`src/rtl/display_scheduler_pkg.sv`:
```
// Shared types and helpers for the display scheduler.
// Provides the FSM state type and counter width helper.
package display_scheduler_pkg;

  typedef enum logic {
    SHOW_ENTRY = 1'b0,
    SHOW_MSG   = 1'b1
  } state_t;

  // Counter width for a terminal count n, never below one bit.
  function automatic int cnt_w(input int n);
    return (n <= 1) ? 1 : $clog2(n);
  endfunction

endpackage

```
`src/rtl/display_scheduler_if.sv`:
```
// Entry/message request bus and registered display outputs.
// master: requester side, slave: display_scheduler side.
interface display_scheduler_if #(
  parameter int DISPLAYS = 6
);
  logic [4*DISPLAYS-1:0] entry_hex;
  logic [DISPLAYS-1:0]   entry_mask;
  logic                  entry_valid;
  logic [4*DISPLAYS-1:0] msg_hex;
  logic                  msg_blink;
  logic                  msg_valid;
  logic                  msg_ready;
  logic                  msg_abort;
  logic [4*DISPLAYS-1:0] hex_out;
  logic [DISPLAYS-1:0]   blank_out;
  logic                  msg_done;

  modport master (
    output entry_hex, entry_mask, entry_valid,
    output msg_hex, msg_blink, msg_valid, msg_abort,
    input  msg_ready, hex_out, blank_out, msg_done
  );

  modport slave (
    input  entry_hex, entry_mask, entry_valid,
    input  msg_hex, msg_blink, msg_valid, msg_abort,
    output msg_ready, hex_out, blank_out, msg_done
  );
endinterface

```
`src/rtl/display_blink_timer.sv`:
```
// Reloadable down-counter toggling a dark phase every BLINK_CYCLES.
// Ports: clock, reset, clear (reload, phase visible), enable, dark, dark_nxt.
module display_blink_timer
  import display_scheduler_pkg::*;
#(
  parameter int BLINK_CYCLES = 12500000
) (
  input  logic clock,
  input  logic reset,
  input  logic clear,
  input  logic enable,
  output logic dark,
  output logic dark_nxt
);

  localparam int BW = cnt_w(BLINK_CYCLES);
  localparam logic [BW-1:0] LOAD = BW'(BLINK_CYCLES - 1);

  logic [BW-1:0] cnt;
  logic          wrap;

  assign wrap     = enable && (cnt == '0);
  // Phase after the coming edge, so the owner can register it.
  assign dark_nxt = clear ? 1'b0 : (dark ^ wrap);

  always_ff @(posedge clock or posedge reset) begin
    if (reset) begin
      cnt  <= '0;
      dark <= 1'b0;
    end else if (clear) begin
      cnt  <= LOAD;
      dark <= 1'b0;
    end else if (enable) begin
      cnt  <= wrap ? LOAD : cnt - BW'(1);
      dark <= dark_nxt;
    end
  end

endmodule

```
`src/rtl/display_scheduler.sv`:
```
// Arbitrates entry buffer vs timed/blinking messages for the hex display.
// Ports: clock, reset (async high), bus (display_scheduler_if.slave).
module display_scheduler
  import display_scheduler_pkg::*;
#(
  parameter int DISPLAYS     = 6,
  parameter int HOLD_CYCLES  = 50000000,
  parameter int BLINK_CYCLES = 12500000
) (
  input  logic clock,
  input  logic reset,
  display_scheduler_if.slave bus
);

  localparam int HEX_MSB = 4*DISPLAYS - 1;
  localparam int HW = cnt_w(HOLD_CYCLES);
  localparam logic [HW-1:0] HOLD_LOAD = HW'(HOLD_CYCLES - 1);

  state_t              state;
  logic [HEX_MSB:0]    entry_reg;
  logic [HEX_MSB:0]    entry_nxt;
  logic [DISPLAYS-1:0] mask_reg;
  logic [DISPLAYS-1:0] mask_nxt;
  logic [HW-1:0]       hold_cnt;
  logic                blink_reg;
  logic                accept;
  logic                finish;
  logic                dark;
  logic                dark_nxt;
  logic [HEX_MSB:0]    hex_q;
  logic [DISPLAYS-1:0] blank_q;
  logic                ready_q;
  logic                done_q;

  // Bypass so a capture is visible on the very next cycle.
  assign entry_nxt = bus.entry_valid ? bus.entry_hex : entry_reg;
  assign mask_nxt  = bus.entry_valid ? bus.entry_mask : mask_reg;

  assign accept = (state == SHOW_ENTRY) && bus.msg_valid && ready_q;
  assign finish = (state == SHOW_MSG)
                && (bus.msg_abort || (hold_cnt == '0));

  display_blink_timer #(
    .BLINK_CYCLES(BLINK_CYCLES)
  ) u_blink (
    .clock   (clock),
    .reset   (reset),
    .clear   (accept),
    .enable  (state == SHOW_MSG),
    .dark    (dark),
    .dark_nxt(dark_nxt)
  );

  always_ff @(posedge clock or posedge reset) begin
    if (reset) begin
      state     <= SHOW_ENTRY;
      entry_reg <= '0;
      mask_reg  <= '0;
      hold_cnt  <= '0;
      blink_reg <= 1'b0;
      hex_q     <= '0;
      blank_q   <= '1;
      ready_q   <= 1'b1;
      done_q    <= 1'b0;
    end else begin
      entry_reg <= entry_nxt;
      mask_reg  <= mask_nxt;
      done_q    <= 1'b0;
      unique case (state)
        SHOW_ENTRY: begin
          if (accept) begin
            state     <= SHOW_MSG;
            hex_q     <= bus.msg_hex;
            blink_reg <= bus.msg_blink;
            hold_cnt  <= HOLD_LOAD;
            blank_q   <= '0;
            ready_q   <= 1'b0;
          end else begin
            hex_q   <= entry_nxt;
            blank_q <= ~mask_nxt;
            ready_q <= 1'b1;
          end
        end
        SHOW_MSG: begin
          if (finish) begin
            state   <= SHOW_ENTRY;
            hex_q   <= entry_nxt;
            blank_q <= ~mask_nxt;
            ready_q <= 1'b1;
            done_q  <= 1'b1;
          end else begin
            hold_cnt <= hold_cnt - HW'(1);
            blank_q  <= {DISPLAYS{blink_reg & dark_nxt}};
          end
        end
      endcase
    end
  end

  assign bus.hex_out   = hex_q;
  assign bus.blank_out = blank_q;
  assign bus.msg_ready = ready_q;
  assign bus.msg_done  = done_q;

  logic unused;
  assign unused = dark;

endmodule

```
`src/flat_wrapper.sv`:
```
// flat-port wrapper written by rule: the top's interface ports become plain ports
module display_scheduler_flat import display_scheduler_pkg::*;
#(
  parameter int DISPLAYS     = 6,
  parameter int HOLD_CYCLES  = 50000000,
  parameter int BLINK_CYCLES = 12500000
)
  (clock, reset, bus_entry_hex, bus_entry_mask, bus_entry_valid, bus_msg_hex, bus_msg_blink, bus_msg_valid, bus_msg_abort, bus_msg_ready, bus_hex_out, bus_blank_out, bus_msg_done);
  display_scheduler_if #(.DISPLAYS(DISPLAYS)) bus_i ();
  input  logic clock;
  input  logic reset;
  input wire logic [$bits(bus_i.entry_hex)-1:0] bus_entry_hex;
  input wire logic [$bits(bus_i.entry_mask)-1:0] bus_entry_mask;
  input wire logic [$bits(bus_i.entry_valid)-1:0] bus_entry_valid;
  input wire logic [$bits(bus_i.msg_hex)-1:0] bus_msg_hex;
  input wire logic [$bits(bus_i.msg_blink)-1:0] bus_msg_blink;
  input wire logic [$bits(bus_i.msg_valid)-1:0] bus_msg_valid;
  input wire logic [$bits(bus_i.msg_abort)-1:0] bus_msg_abort;
  output wire logic [$bits(bus_i.msg_ready)-1:0] bus_msg_ready;
  output wire logic [$bits(bus_i.hex_out)-1:0] bus_hex_out;
  output wire logic [$bits(bus_i.blank_out)-1:0] bus_blank_out;
  output wire logic [$bits(bus_i.msg_done)-1:0] bus_msg_done;
  assign bus_i.entry_hex = bus_entry_hex;
  assign bus_i.entry_mask = bus_entry_mask;
  assign bus_i.entry_valid = bus_entry_valid;
  assign bus_i.msg_hex = bus_msg_hex;
  assign bus_i.msg_blink = bus_msg_blink;
  assign bus_i.msg_valid = bus_msg_valid;
  assign bus_i.msg_abort = bus_msg_abort;
  assign bus_msg_ready = bus_i.msg_ready;
  assign bus_hex_out = bus_i.hex_out;
  assign bus_blank_out = bus_i.blank_out;
  assign bus_msg_done = bus_i.msg_done;
  display_scheduler #(.DISPLAYS(DISPLAYS), .HOLD_CYCLES(HOLD_CYCLES), .BLINK_CYCLES(BLINK_CYCLES)) u_core (.clock(clock), .reset(reset), .bus(bus_i));
endmodule
```
`config.mk`:
```
export PLATFORM = sky130hd
export DESIGN_NAME = display_scheduler_flat
export DESIGN_NICKNAME = d
export VERILOG_FILES = /design/src/rtl/display_scheduler_pkg.sv /design/src/rtl/display_scheduler_if.sv /design/src/rtl/display_blink_timer.sv /design/src/rtl/display_scheduler.sv /design/src/flat_wrapper.sv
export SDC_FILE = /design/constraint.sdc
export NUM_CORES = 1
export LEC_CHECK = 0
export CAP_MARGIN = 40
export CORE_ASPECT_RATIO = 0.8
export CORE_MARGIN = 1.5
export CORE_UTILIZATION = 45
export DETAILED_ROUTE_END_ITERATION = 7
export DONT_BUFFER_PORTS = 1
export HOLD_SLACK_MARGIN = 0.08
export PLACE_DENSITY = 0.64
export RECOVER_POWER = 100
export REMOVE_ABC_BUFFERS = 1
export SKIP_LAST_GASP = 1
export SYNTH_ARGS = -nofsm -noshare
export SYNTH_HDL_FRONTEND = slang
export SYNTH_SLANG_ARGS = --single-unit
```
`constraint.sdc`:
```
create_clock -name clock -period 7.93 [get_ports clock]
set_clock_uncertainty 0.05 [all_clocks]
set_input_delay 0.793 -clock clock [delete_from_list [all_inputs] [get_ports clock]]
set_output_delay 0.793 -clock clock [all_outputs]
set_load 0.005 [all_outputs]
```
# After elaboration in Yosys (flattened, before gate mapping)
# Cells that the tools add are included.
totals:
  inputBits: 60
  reg_bits: 115
  output_inout_bits: 32
  wordCells: 55
classes:
  eq_ne: 3
  n_mux: 25
  bitwise: 4
  n_reduce_logical: 10
  n_addsub: 2
ops:
  columns: ["op", "count"]
  rows:
  - ["two-way mux 24 bit", 6]
  - ["two-way mux 26 bit", 2]
  - ["one-hot mux 26 bit (2 select lines)", 1]
  - ["one-hot mux 24 bit (2 select lines)", 1]
  - ["logical NOT 26 bit", 1]
  - ["subtractor 26 x 1 -> 26 bit, second input constant", 1]
  - ["logical NOT 24 bit", 1]
  - ["subtractor 24 x 1 -> 24 bit, second input constant", 1]
  - ["two-way mux 6 bit", 3]
  - ["one-hot mux 6 bit (2 select lines)", 1]
  - ["two-way mux 1 bit", 9]
  - ["inequality test 2 bit, second input constant", 3]
  - ["NOT 6 bit", 1]
  - ["logical AND 1 bit", 4]
  - ["one-hot mux 1 bit (2 select lines)", 2]
  - ["AND reduction 2 bit", 2]
  - ["nonzero test 2 bit", 1]
  - ["AND 1 bit", 1]
  - ["logical OR 1 bit", 1]
  - ["NOT 1 bit", 1]
  - ["bitwise XOR 1 bit", 1]

# Longest topological paths before layout
# Gate-level depths: netlist of run 1.
logic_depth:
  ltp_word: 7
  ltp_mapped: 10
  mapped_depth_nobuf: 8

# By module
# Synthesis of run 1 repeated with hierarchy kept, for this count alone.
unflattened:
  hier_cells: 541
  area_unflattened_um2: 5665.4
modules_own_cells:
  columns: ["mod", "cells_per_inst", "area_per_inst_um2", "seq_area_each_um2", "n_inst"]
  rows:
  - ["display_scheduler", 390, 4251.6, 2260.9, 1]
  - ["display_blink_timer", 151, 1413.9, 625.6, 1]

# Worst setup path before layout of run 1
# Ideal clock, no wire load.
synth_timing:
  kind: "register to register"
  from: "register u_core.hold_cnt[14]"
  to: "register u_core.hold_cnt[25]"
  t_required_ns: 7.749
  t_arrival_ns: 1.888
  synth_period_minus_slack_ns: 2.069
  path_slack_ns: 5.861
  setup_time_ns: 0.131
  path_buffers: 0
  stages_incl_launch_ff: 6
  cell_sequence: "dfrtp_1 nor4_4 nand3_2 or3_1 o31a_1 or3_1"
synth_between:
  elab_chain_len: 5
  word_cells_on_any_way: 8
  cone_classes: "1 x add/sub; 1 x eq/ne; 2 x mux; 4 x reduce/logical"
synth_lines:
  columns: ["item", "line_no", "text"]
  rows:
  - ["start: declaration", "display_scheduler.sv:24", "logic [HW-1:0] hold_cnt;"]
  - ["start signal: assignment", "display_scheduler.sv:92", "hold_cnt <= hold_cnt - HW'(1);"]
  - ["parallel branches: the longest is 5 deep, another holds subtractor 26 x 1 -> 26 bit", null, null]
# Several ways; the timed one is not identified. The select of a mux whose other input is x is not followed.
# A chain may end at the register's enable or synchronous reset.

# Worst setup path after layout of run 1
layout_timing:
  from: "register u_core.hold_cnt[2]"
  to: "register u_core.hex_q[18] (netlist: u_core.bus.hex_out[18])"
layout_between:
  elab_chain_len: 4
layout_lines:
  columns: ["item", "line_no", "text"]
  rows:
  - ["logical NOT 26 bit", "display_scheduler.sv:41", "&& (bus.msg_abort || (hold_cnt == '0));"]
  - ["logical OR 1 bit", "display_scheduler.sv:41", null]
  - ["logical AND 1 bit", "display_scheduler.sv:41", null]
  - ["inequality test 2 bit (no line)", null, null]
  - ["end signal: assignment", "display_scheduler.sv:73", "hex_q <= bus.msg_hex;"]
  - ["end signal: assignment", "display_scheduler.sv:79", "hex_q <= entry_nxt;"]
  - ["end signal: assignment", "display_scheduler.sv:87", "hex_q <= entry_nxt;"]
  - ["end: declaration", "display_scheduler.sv:30", "logic [HEX_MSB:0] hex_q;"]
# No other way between the ends.

==> results of run 1 <==
worst min-delay path, cell delays in order (launching register included):
cell	delay [ns]
sky130_fd_sc_hd__dfrtp_1	0.34
sky130_fd_sc_hd__nand2_1	0.05
sky130_fd_sc_hd__nand2_1	0.05
power groups by stage:
stage	sequential (mW)	clock (mW)	combinational, mW
4_1_cts	0.816	0.709	0.392
3_3_place_gp	0.821	0	0.360
2_1_floorplan	0.788	0	0.281
6_report	0.811	0.696	0.379
5_1_grt	0.825	0.738	0.427
3_5_place_dp	0.824	0	0.388
area by class of cell:
cell class | count | area [um^2]
fill | 1029 | 5530
sequential | 115 | 2890
multi-input combinational | 361 | 2370
clock buffer | 18 | 429
tap | 148 | 185
clock inverter | 14 | 115
timing repair buffer | 8 | 81.3
inverter | 12 | 46.3
antenna | 1 | 2.50
stage by stage:
stage	cell area [um^2]	setup WS (ns)
3_3_place_gp	5550	5.20
2_1_floorplan	5330	4.05
3_5_place_dp	5620	5.11
6_report	6120	3.20
4_1_cts	6160	5.08
5_1_grt	6120	2.64
kinds of logic (layout without fill, tap and decap cells):
family / count (synthesis) / in the layout / share of synthesized area (%)
fa+ha+maj: 4 / 4 / 0.919
flops: 115 / 115 / 53.0
mux: 62 / 62 / 12.1
other cells: 0 / 1 / 0
buf+inv: 38 / 52 / 2.99
xor+xnor: 7 / 7 / 1.13
compound gates: 105 / 105 / 11.7
simple gates: 183 / 183 / 18.2
worst max-delay path by stage:
stage                                        end  slack [ns]  cells past startpoint
after floorplan                 u_core.blink_reg        4.05                      1
after global placement       u_core.hold_cnt[18]        5.20                      6
after detailed placement     u_core.hold_cnt[18]        5.11                      8
after CTS                    u_core.hold_cnt[18]        5.08                      8
after global routing      u_core.bus.hex_out[18]        2.64                      6
final                     u_core.bus.hex_out[18]        3.20                      5
per-layer routing:
layer	vias up	wire, um
met4	0	45
met2	84	5880
met5	-	0
met1	1957	5640
met3	4	585
li1	1894	-
placed cells by master (no fill, tap or decap), drive strengths merged, types with 3 or more instances in the layout:
| cell | instances |
|---|---|
| a211o | 3 |
| a21oi | 40 |
| a31oi | 7 |
| and2 | 3 |
| and3 | 4 |
| buf | 4 |
| clkbuf | 22 |
| clkinv | 7 |
| clkinvlp | 6 |
| dfrtp | 108 |
| dfstp | 7 |
| ha | 4 |
| inv | 12 |
| mux2 | 30 |
| mux2i | 32 |
| nand2 | 33 |
| nand2b | 5 |
| nand3 | 17 |
| nand4 | 8 |
| nand4b | 5 |
| nor2 | 52 |
| nor3 | 11 |
| nor4 | 17 |
| o21ai | 21 |
| o22ai | 8 |
| o31ai | 11 |
| or3 | 7 |
| or4 | 12 |
| xnor2 | 3 |
| xor2 | 4 |
==> impl_results.html, run 1 <==
<table>
<tr><th>Metric</th><th>Value</th></tr>
<tr><th colspan="2">Logic synthesis</th></tr>
<tr><td>Proportion of synthesized chip area in sequential cells</td><td>53.0%</td></tr>
<tr><td>Post-synthesis average cell area</td><td>between 10 and 15 um^2</td></tr>
<tr><td>Post-synth EDFFs</td><td>0</td></tr>
<tr><td>Largest area contributor in the netlist</td><td>sky130_fd_sc_hd__dfrtp_1</td></tr>
<tr><td>Commonest cells in the synthesized netlist</td><td>108 x sky130_fd_sc_hd__dfrtp_1, 51 x sky130_fd_sc_hd__nor2_1, 40 x sky130_fd_sc_hd__a21oi_1</td></tr>
<tr><td>Share of async-settable or async-resettable flops after synthesis</td><td>between 90% and 100%</td></tr>
<tr><td>Most frequent cell after synthesis</td><td>sky130_fd_sc_hd__dfrtp_1</td></tr>
<tr><td>Most instantiated flip-flop cell in the synthesis netlist</td><td>sky130_fd_sc_hd__dfrtp_1</td></tr>
<tr><td>Cell area after synthesis</td><td>5450 um^2</td></tr>
<tr><td>Gate Count Post-Synth</td><td>514</td></tr>
<tr><td>Yosys synthesis warning count</td><td>0</td></tr>
<tr><td>Share of Yosys cell area claimed by the top area cell type</td><td>roughly half</td></tr>
<tr><td>Flop and latch count out of synthesis</td><td>115</td></tr>
<tr><td>Unique cell type count in the Yosys netlist</td><td>56</td></tr>
<tr><td>Top cells by area in the synthesized netlist</td><td>sky130_fd_sc_hd__dfrtp_1 50%, sky130_fd_sc_hd__mux2_2 6.2%, sky130_fd_sc_hd__mux2i_1 5.9%</td></tr>
<tr><th colspan="2">Drt</th></tr>
<tr><td>Drt first pass iters</td><td>8</td></tr>
<tr><td>Wirelength, routed</td><td>about 12,000 um</td></tr>
<tr><td>Starting DRC count in detailed routing</td><td>272</td></tr>
<tr><td>DRC</td><td>2</td></tr>
<tr><td>Detailed-route vias per instance</td><td>~5.8</td></tr>
<tr><td>Overall via count from detail_route</td><td>3,939</td></tr>
<tr><td>Routed WL per cell</td><td>18.0 um</td></tr>
<tr><td>Antenna-violating nets left</td><td>0</td></tr>
<tr><th colspan="2">Pwr</th></tr>
<tr><td>Proportion of power drawn by combinational gates</td><td>20.1%</td></tr>
<tr><td>Net switching share of the total power</td><td>32.9%</td></tr>
<tr><td>Leakage power</td><td>2.44 nW</td></tr>
<tr><td>Internal power of the cells</td><td>1.26 mW</td></tr>
<tr><td>Power consumption</td><td>about 1.9 mW</td></tr>
<tr><td>Part of the total power dissipated in sequential elements</td><td>43.0%</td></tr>
<tr><td>Clock share of power</td><td>36.9%</td></tr>
<tr><td>VDD IR max</td><td>0.199 mV</td></tr>
<tr><td>NetSw</td><td>621 uW</td></tr>
<tr><td>Ratio of total power to cell area</td><td>308 nW/um^2</td></tr>
<tr><th colspan="2">Finish</th></tr>
<tr><td>Final Non-Filler Cells</td><td>677</td></tr>
<tr><td>Number of flip-flops in the largest register</td><td>26</td></tr>
<tr><td>Post-route core utilization</td><td>52.5%</td></tr>
<tr><td>Synth-to-Final Area Change</td><td>12.4%</td></tr>
<tr><td>Most flop-heavy register</td><td>u_core.hold_cnt</td></tr>
<tr><td>Share of layout cells above drive strength 1</td><td>11.2%</td></tr>
<tr><td>Final #Nets</td><td>just under 600</td></tr>
<tr><th colspan="2">STA</th></tr>
<tr><td>Share of the clock period used by the worst path</td><td>59.6%</td></tr>
<tr><td>Unrepaired setup endpoints after global routing</td><td>no</td></tr>
<tr><td>Post-route worst hold slack</td><td>0.418 ns</td></tr>
<tr><td>Total Neg Setup Slack</td><td>0 ns</td></tr>
<tr><td>Max transition margin</td><td>-41.3%</td></tr>
<tr><td>Transition time at the pin with the least slew margin</td><td>between 2 and 2.5 ns</td></tr>
<tr><td>Setup violation total in the final timing report</td><td>0</td></tr>
<tr><td>Number of endpoints with negative hold slack in the final report</td><td>0</td></tr>
<tr><td>Slew Viols, Final</td><td>73</td></tr>
<tr><td>Tmin final</td><td>4.73 ns</td></tr>
<tr><td>Achievable frequency</td><td>212 MHz</td></tr>
<tr><th colspan="2">Job</th></tr>
<tr><td>Max-cap viol count</td><td>4</td></tr>
<tr><th colspan="2">Worst setup path</th></tr>
<tr><td>Slowest stage delay, CP</td><td>1.65 ns</td></tr>
<tr><td>Critical path required time</td><td>8.07 ns</td></tr>
<tr><td>Worst Setup Path Type</td><td>flip-flop to flip-flop</td></tr>
<tr><td>Terminus of the critical flop-to-flop path</td><td>u_core.bus.hex_out[18]</td></tr>
<tr><td>Kind of start point of the critical path</td><td>flip-flop</td></tr>
<tr><td>Number of buffers and inverters on the critical path</td><td>1</td></tr>
<tr><td>Worst path slowest cell</td><td>sky130_fd_sc_hd__o21ai_0</td></tr>
<tr><td>Cells traversed along the worst timing path</td><td>nor4_1 -&gt; nand4b_1 -&gt; o21ai_0 -&gt; clkbuf_1 -&gt; a21oi_1</td></tr>
<tr><td>Arrival time worst endpoint</td><td>4.87 ns</td></tr>
<tr><td>Max FO, Critical Path</td><td>38</td></tr>
<tr><td>Internal reg-to-reg setup slack</td><td>3.20 ns</td></tr>
<tr><td>Register-to-Register Path Depth</td><td>5</td></tr>
<tr><td>Reg-to-Reg Start</td><td>u_core.hold_cnt[2]</td></tr>
<tr><td>Crit. End Element</td><td>flip-flop</td></tr>
<tr><td>Origin of the worst setup path</td><td>u_core.hold_cnt[2]</td></tr>
<tr><td>Gate family responsible for the most delay along the worst path</td><td>compound AO/OA/AOI/OAI gates</td></tr>
<tr><th colspan="2">Min path</th></tr>
<tr><td>Min-Delay Path Class</td><td>flip-flop to flip-flop</td></tr>
<tr><td>Worst Hold Path EP</td><td>u_core.blink_reg</td></tr>
<tr><td>Launch instance of the worst min-delay path</td><td>u_core.blink_reg</td></tr>
<tr><td>Worst hold path cell count</td><td>2</td></tr>
<tr><th colspan="2">CTS</th></tr>
<tr><td>CTS-repair resized insts</td><td>0</td></tr>
<tr><td>TritonCTS sink count</td><td>115</td></tr>
<tr><td>Clock Tree Buf Depth</td><td>2</td></tr>
<tr><td>Count of buffers added by post-CTS timing repair for setup</td><td>0</td></tr>
<tr><td>Post-cts hold buffer count</td><td>0</td></tr>
<tr><td>Clock transition at path regs</td><td>0.06 ns</td></tr>
<tr><td>CTS tree</td><td>done</td></tr>
<tr><td>Root Driver</td><td>sky130_fd_sc_hd__clkbuf_16</td></tr>
<tr><td>Depth of the CTS H-tree</td><td>4</td></tr>
<tr><td>Number of buffers created by CTS</td><td>17</td></tr>
<tr><td>Insertion delay to the later sink of the worst-skew pair</td><td>0.40 ns</td></tr>
<tr><th colspan="2">GRT</th></tr>
<tr><td>First-pass GRT wire length</td><td>19,900 um</td></tr>
<tr><td>GR met1 Demand/Resource</td><td>26.1%</td></tr>
<tr><td>Overflow after GRT</td><td>0</td></tr>
<tr><td>Number of global-route vias before repair</td><td>3,912</td></tr>
<tr><td>Most used routing layer</td><td>met2</td></tr>
<tr><td>Met3 usage in global routing</td><td>5.65%</td></tr>
<tr><td>Global-route met2 utilization</td><td>32.0%</td></tr>
<tr><td>Number of antenna violations at the first check in global routing</td><td>0</td></tr>
<tr><td>Maximum number of pins on one net before global-route repair</td><td>62</td></tr>
<tr><td>Global-route usage over all layers</td><td>19.8%</td></tr>
<tr><th colspan="2">Place</th></tr>
<tr><td>Post-detailed-placement half-perimeter wirelength</td><td>8300 um</td></tr>
<tr><td>Number of buffers inserted by port buffering</td><td>0</td></tr>
<tr><td>Placed insts</td><td>644</td></tr>
<tr><td>Weighted congestion reported at the end of routability-driven placement</td><td>0.813</td></tr>
<tr><th colspan="2">Floorplan</th></tr>
<tr><td>DIE AREA</td><td>roughly 13,000 um^2</td></tr>
<tr><td>I/O Pins</td><td>92</td></tr>
<tr><td>Horizontal extent of the die</td><td>126 um</td></tr>
<tr><td>Number of rows created at floorplan</td><td>35</td></tr>
<tr><td>Initial Util</td><td>between 40% and 50%</td></tr>
<tr><td>Area inside the core boundary</td><td>11,600 um^2</td></tr>
<tr><td>Vertical extent of the die</td><td>roughly 100 um</td></tr>
<tr><th colspan="2">Status</th></tr>
<tr><td>Status</td><td>complete, but fails checks</td></tr>
<tr><td>Failing checks</td><td>design-rule violations, max-capacitance violations, max-slew violations</td></tr>
</table>
Power figures use the tool's default switching activity.
==> inputs of run 2 (changes only) <==
==> constraint.sdc (replaced) <==
create_clock -name clock -period 4.7 [get_ports clock]
set_clock_uncertainty 0.05 [all_clocks]
set_input_delay 0.47 -clock clock [delete_from_list [all_inputs] [get_ports clock]]
set_output_delay 0.47 -clock clock [all_outputs]
set_load 0.005 [all_outputs]
==> impl_results.html, run 2 (synthesis gave the netlist of run 1 again) <==
<table>
<tr><th>Metric</th><th>Value</th></tr>
<tr><th colspan="2">Min path</th></tr>
<tr><td>Worst hold path cell count</td><td>2 (unchanged)</td></tr>
<tr><td>Min-Delay Path Class</td><td>input port to flip-flop</td></tr>
<tr><th colspan="2">GRT</th></tr>
<tr><td>Global-route usage over all layers</td><td>19.6% (-0.20 points)</td></tr>
<tr><td>Maximum number of pins on one net before global-route repair</td><td>67 (+8.1%)</td></tr>
<tr><td>Number of global-route vias before repair</td><td>3,975 (+1.6%)</td></tr>
<tr><td>Overflow after GRT</td><td>0 (unchanged)</td></tr>
<tr><td>Number of antenna violations at the first check in global routing</td><td>1 (+1)</td></tr>
<tr><td>First-pass GRT wire length</td><td>19,700 um (-1.1%)</td></tr>
<tr><th colspan="2">Place</th></tr>
<tr><td>Placement-stage cell area</td><td>5620 um^2 (about the same)</td></tr>
<tr><td>Pre-CTS setup slack</td><td>1.86 ns (-3.25 ns)</td></tr>
<tr><td>Number of buffers inserted by port buffering</td><td>0 (unchanged)</td></tr>
<tr><td>Post-detailed-placement half-perimeter wirelength</td><td>8130 um (-2.0%)</td></tr>
<tr><td>Weighted congestion reported at the end of routability-driven placement</td><td>0.820 (+0.94%)</td></tr>
<tr><th colspan="2">Worst setup path</th></tr>
<tr><td>Crit. End Element</td><td>flip-flop</td></tr>
<tr><td>Kind of start point of the critical path</td><td>flip-flop</td></tr>
<tr><td>Max FO, Critical Path</td><td>22 (-42%)</td></tr>
<tr><td>Gate family responsible for the most delay along the worst path</td><td>simple AND/OR/NAND/NOR gates</td></tr>
<tr><td>Critical path required time</td><td>4.98 ns (-3.09 ns)</td></tr>
<tr><td>Slowest stage delay, CP</td><td>1.03 ns (-0.62 ns)</td></tr>
<tr><td>WP depth</td><td>6 (+1)</td></tr>
<tr><td>Number of buffers and inverters on the critical path</td><td>1 (unchanged)</td></tr>
<tr><td>Worst path slowest cell</td><td>sky130_fd_sc_hd__nor4_1</td></tr>
<tr><td>Register-to-Register Path Depth</td><td>6 (+1)</td></tr>
<tr><td>Cells traversed along the worst timing path</td><td>nor4_1 -&gt; nand4_2 -&gt; o211ai_2 -&gt; inv_2 -&gt; a31o_1 -&gt; a21oi_1</td></tr>
<tr><td>Arrival time worst endpoint</td><td>3.71 ns (-1.16 ns)</td></tr>
<tr><td>Worst Setup Path Type</td><td>flip-flop to flip-flop</td></tr>
<tr><th colspan="2">Floorplan</th></tr>
<tr><td>Horizontal extent of the die</td><td>126 um (unchanged)</td></tr>
<tr><td>Initial Util</td><td>46.7% (unchanged)</td></tr>
<tr><td>Vertical extent of the die</td><td>101 um (unchanged)</td></tr>
<tr><td>Area inside the core boundary</td><td>11,600 um^2 (unchanged)</td></tr>
<tr><td>Number of rows created at floorplan</td><td>35 (unchanged)</td></tr>
<tr><td>I/O Pins</td><td>92 (unchanged)</td></tr>
<tr><td>DIE AREA</td><td>12,800 um^2 (unchanged)</td></tr>
<tr><th colspan="2">STA</th></tr>
<tr><td>Tmin final</td><td>3.43 ns (-1.29 ns)</td></tr>
<tr><td>Total Neg Setup Slack</td><td>0 ns (unchanged)</td></tr>
<tr><td>Unrepaired setup endpoints after global routing</td><td>no</td></tr>
<tr><td>Achievable frequency</td><td>291 MHz (+38%)</td></tr>
<tr><td>Share of the clock period used by the worst path</td><td>73.0% (+13 points)</td></tr>
<tr><td>Transition time at the pin with the least slew margin</td><td>1.61 ns (-0.487 ns)</td></tr>
<tr><td>Max transition margin</td><td>-7.33% (+34 points)</td></tr>
<tr><td>Final worst setup slack</td><td>1.27 ns (-1.94 ns)</td></tr>
<tr><td>Post-route worst hold slack</td><td>0.144 ns (-0.274 ns)</td></tr>
<tr><td>Setup violation total in the final timing report</td><td>0 (unchanged)</td></tr>
<tr><td>Slew Viols, Final</td><td>67 (-8.2%)</td></tr>
<tr><td>Number of endpoints with negative hold slack in the final report</td><td>0 (unchanged)</td></tr>
<tr><th colspan="2">CTS</th></tr>
<tr><td>Number of buffers created by CTS</td><td>17 (unchanged)</td></tr>
<tr><td>Insertion delay to the later sink of the worst-skew pair</td><td>0.41 ns (about the same)</td></tr>
<tr><td>Clock Tree Buf Depth</td><td>2 (unchanged)</td></tr>
<tr><td>Depth of the CTS H-tree</td><td>4 (unchanged)</td></tr>
<tr><td>TritonCTS sink count</td><td>115 (unchanged)</td></tr>
<tr><td>CTS-repair resized insts</td><td>0 (unchanged)</td></tr>
<tr><td>Clock transition at path regs</td><td>0.05 ns (about the same)</td></tr>
<tr><td>Root Driver</td><td>sky130_fd_sc_hd__clkbuf_16</td></tr>
<tr><td>CTS tree</td><td>done</td></tr>
<tr><th colspan="2">Pwr</th></tr>
<tr><td>Net switching share of the total power</td><td>32.1% (-0.83 points)</td></tr>
<tr><td>Proportion of power drawn by combinational gates</td><td>19.2% (-0.9 points)</td></tr>
<tr><td>Leakage power</td><td>2.49 nW (+1.9%)</td></tr>
<tr><td>Ratio of total power to cell area</td><td>543 nW/um^2 (+76%)</td></tr>
<tr><td>VDD IR max</td><td>0.307 mV (+54%)</td></tr>
<tr><td>NetSw</td><td>1.08 mW (+74%)</td></tr>
<tr><td>Part of the total power dissipated in sequential elements</td><td>40.7% (-2.3 points)</td></tr>
<tr><td>Clock share of power</td><td>40.1% (+3.2 points)</td></tr>
<tr><td>Internal power of the cells</td><td>2.28 mW (+80%)</td></tr>
<tr><td>Power consumption</td><td>3.36 mW (+78%)</td></tr>
<tr><th colspan="2">Drt</th></tr>
<tr><td>Wirelength, routed</td><td>12,000 um (-1.0%)</td></tr>
<tr><td>Routed WL per cell</td><td>17.8 um (-1.0%)</td></tr>
<tr><td>Overall via count from detail_route</td><td>3,959 (+0.51%)</td></tr>
<tr><td>Drt first pass iters</td><td>6 (-2)</td></tr>
<tr><td>Detailed-route vias per instance</td><td>5.85 (+0.51%)</td></tr>
<tr><td>DRC</td><td>3 (+1)</td></tr>
<tr><td>Antenna-violating nets left</td><td>0 (unchanged)</td></tr>
<tr><td>Starting DRC count in detailed routing</td><td>283 (+4.0%)</td></tr>
<tr><th colspan="2">Status</th></tr>
<tr><td>Failing checks</td><td>design-rule violations, max-capacitance violations, max-slew violations</td></tr>
<tr><td>Status</td><td>complete, but fails checks</td></tr>
<tr><th colspan="2">Finish</th></tr>
<tr><td>Most common cell after layout, fill and taps aside</td><td>sky130_fd_sc_hd__dfrtp_1</td></tr>
<tr><td>Final std cell area, no fill</td><td>6180 um^2 (+1.0%)</td></tr>
<tr><td>Number of flip-flops in the largest register</td><td>26 (unchanged)</td></tr>
<tr><td>Synth-to-Final Area Change</td><td>13.6%</td></tr>
<tr><td>Most flop-heavy register</td><td>u_core.hold_cnt</td></tr>
<tr><td>Final #Nets</td><td>580 (+0.17%)</td></tr>
<tr><td>Share of layout cells above drive strength 1</td><td>14.7% (+3.6 points)</td></tr>
<tr><td>Commonest non-fill, non-tap cells in the layout</td><td>108 x sky130_fd_sc_hd__dfrtp_1, 51 x sky130_fd_sc_hd__nor2_1, 40 x sky130_fd_sc_hd__a21oi_1</td></tr>
<tr><td>Number of diodes added for antenna fixing</td><td>0 (-1)</td></tr>
<tr><td>Filler cell count</td><td>1,018 (-1.1%)</td></tr>
<tr><th colspan="2">Job</th></tr>
<tr><td>Max-cap viol count</td><td>1 (-3)</td></tr>
</table>
run 2: stage by stage:
stage               std cells  utilization (%)
floorplan                 488                -
global route              677             53.1
detailed placement        644             48.2
CTS                       677             53.7
finish                    677             53.1
global placement          640             47.7
run 2: power groups by stage:
stage                     clock network [mW]  logic, mW  registers [mW]
after global routing                    1.42      0.728            1.39
after global placement                     0      0.614            1.38
after floorplan                            0      0.475            1.33
final                                   1.35      0.646            1.37
after CTS                               1.38      0.666            1.37
after detailed placement                   0      0.662            1.39
run 2: path summary, 6_finish.rpt:
kind	to	slack, ns	start
setup / recovery	u_core.hold_cnt[18]	1.27	u_core.hold_cnt[14]
hold / removal	u_core.blink_reg	0.14	bus_msg_blink
setup reg to reg	u_core.hold_cnt[18]	1.27	u_core.hold_cnt[14]
hold reg to reg	u_core.blink_reg	0.43	u_core.blink_reg
max in group asynchronous	u_core.bus.hex_out[5]	1.46	reset
min in group asynchronous	u_core.u_blink.cnt[15]	0.56	reset
run 2: worst register-to-register path: stages (launching register included):
cell and delay, ns:
sky130_fd_sc_hd__dfrtp_1 0.45, sky130_fd_sc_hd__nor4_1 1.03, sky130_fd_sc_hd__nand4_2 0.31, sky130_fd_sc_hd__o211ai_2 0.83, sky130_fd_sc_hd__inv_2 0.29, sky130_fd_sc_hd__a31o_1 0.28, sky130_fd_sc_hd__a21oi_1 0.12
run 2: area by class of cell:
class / instances / area [um^2] / share of cell area [%]
sequential: 115 / 2890 / 46.7
multi-input combinational: 361 / 2370 / 38.3
clock buffer: 19 / 453 / 7.32
tap: 148 / 185 / 2.99
clock inverter: 13 / 171 / 2.77
timing repair buffer: 9 / 70.1 / 1.13
inverter: 12 / 46.3 / 0.749
run 2: what timing repair did:
action	in CTS	in global routing
endpoints found under the hold margin	17	0
buffers inserted	0	0
hold buffers	1	0
run 2: layer usage:
metal,up-vias,part of all wire (%),track usage (%)
li1,1895,-,-
met1,1963,47,26.4
met2,84,47,29.8
met3,15,4.9,6.02
met4,2,1.6,8.05
met5,-,0.10,0
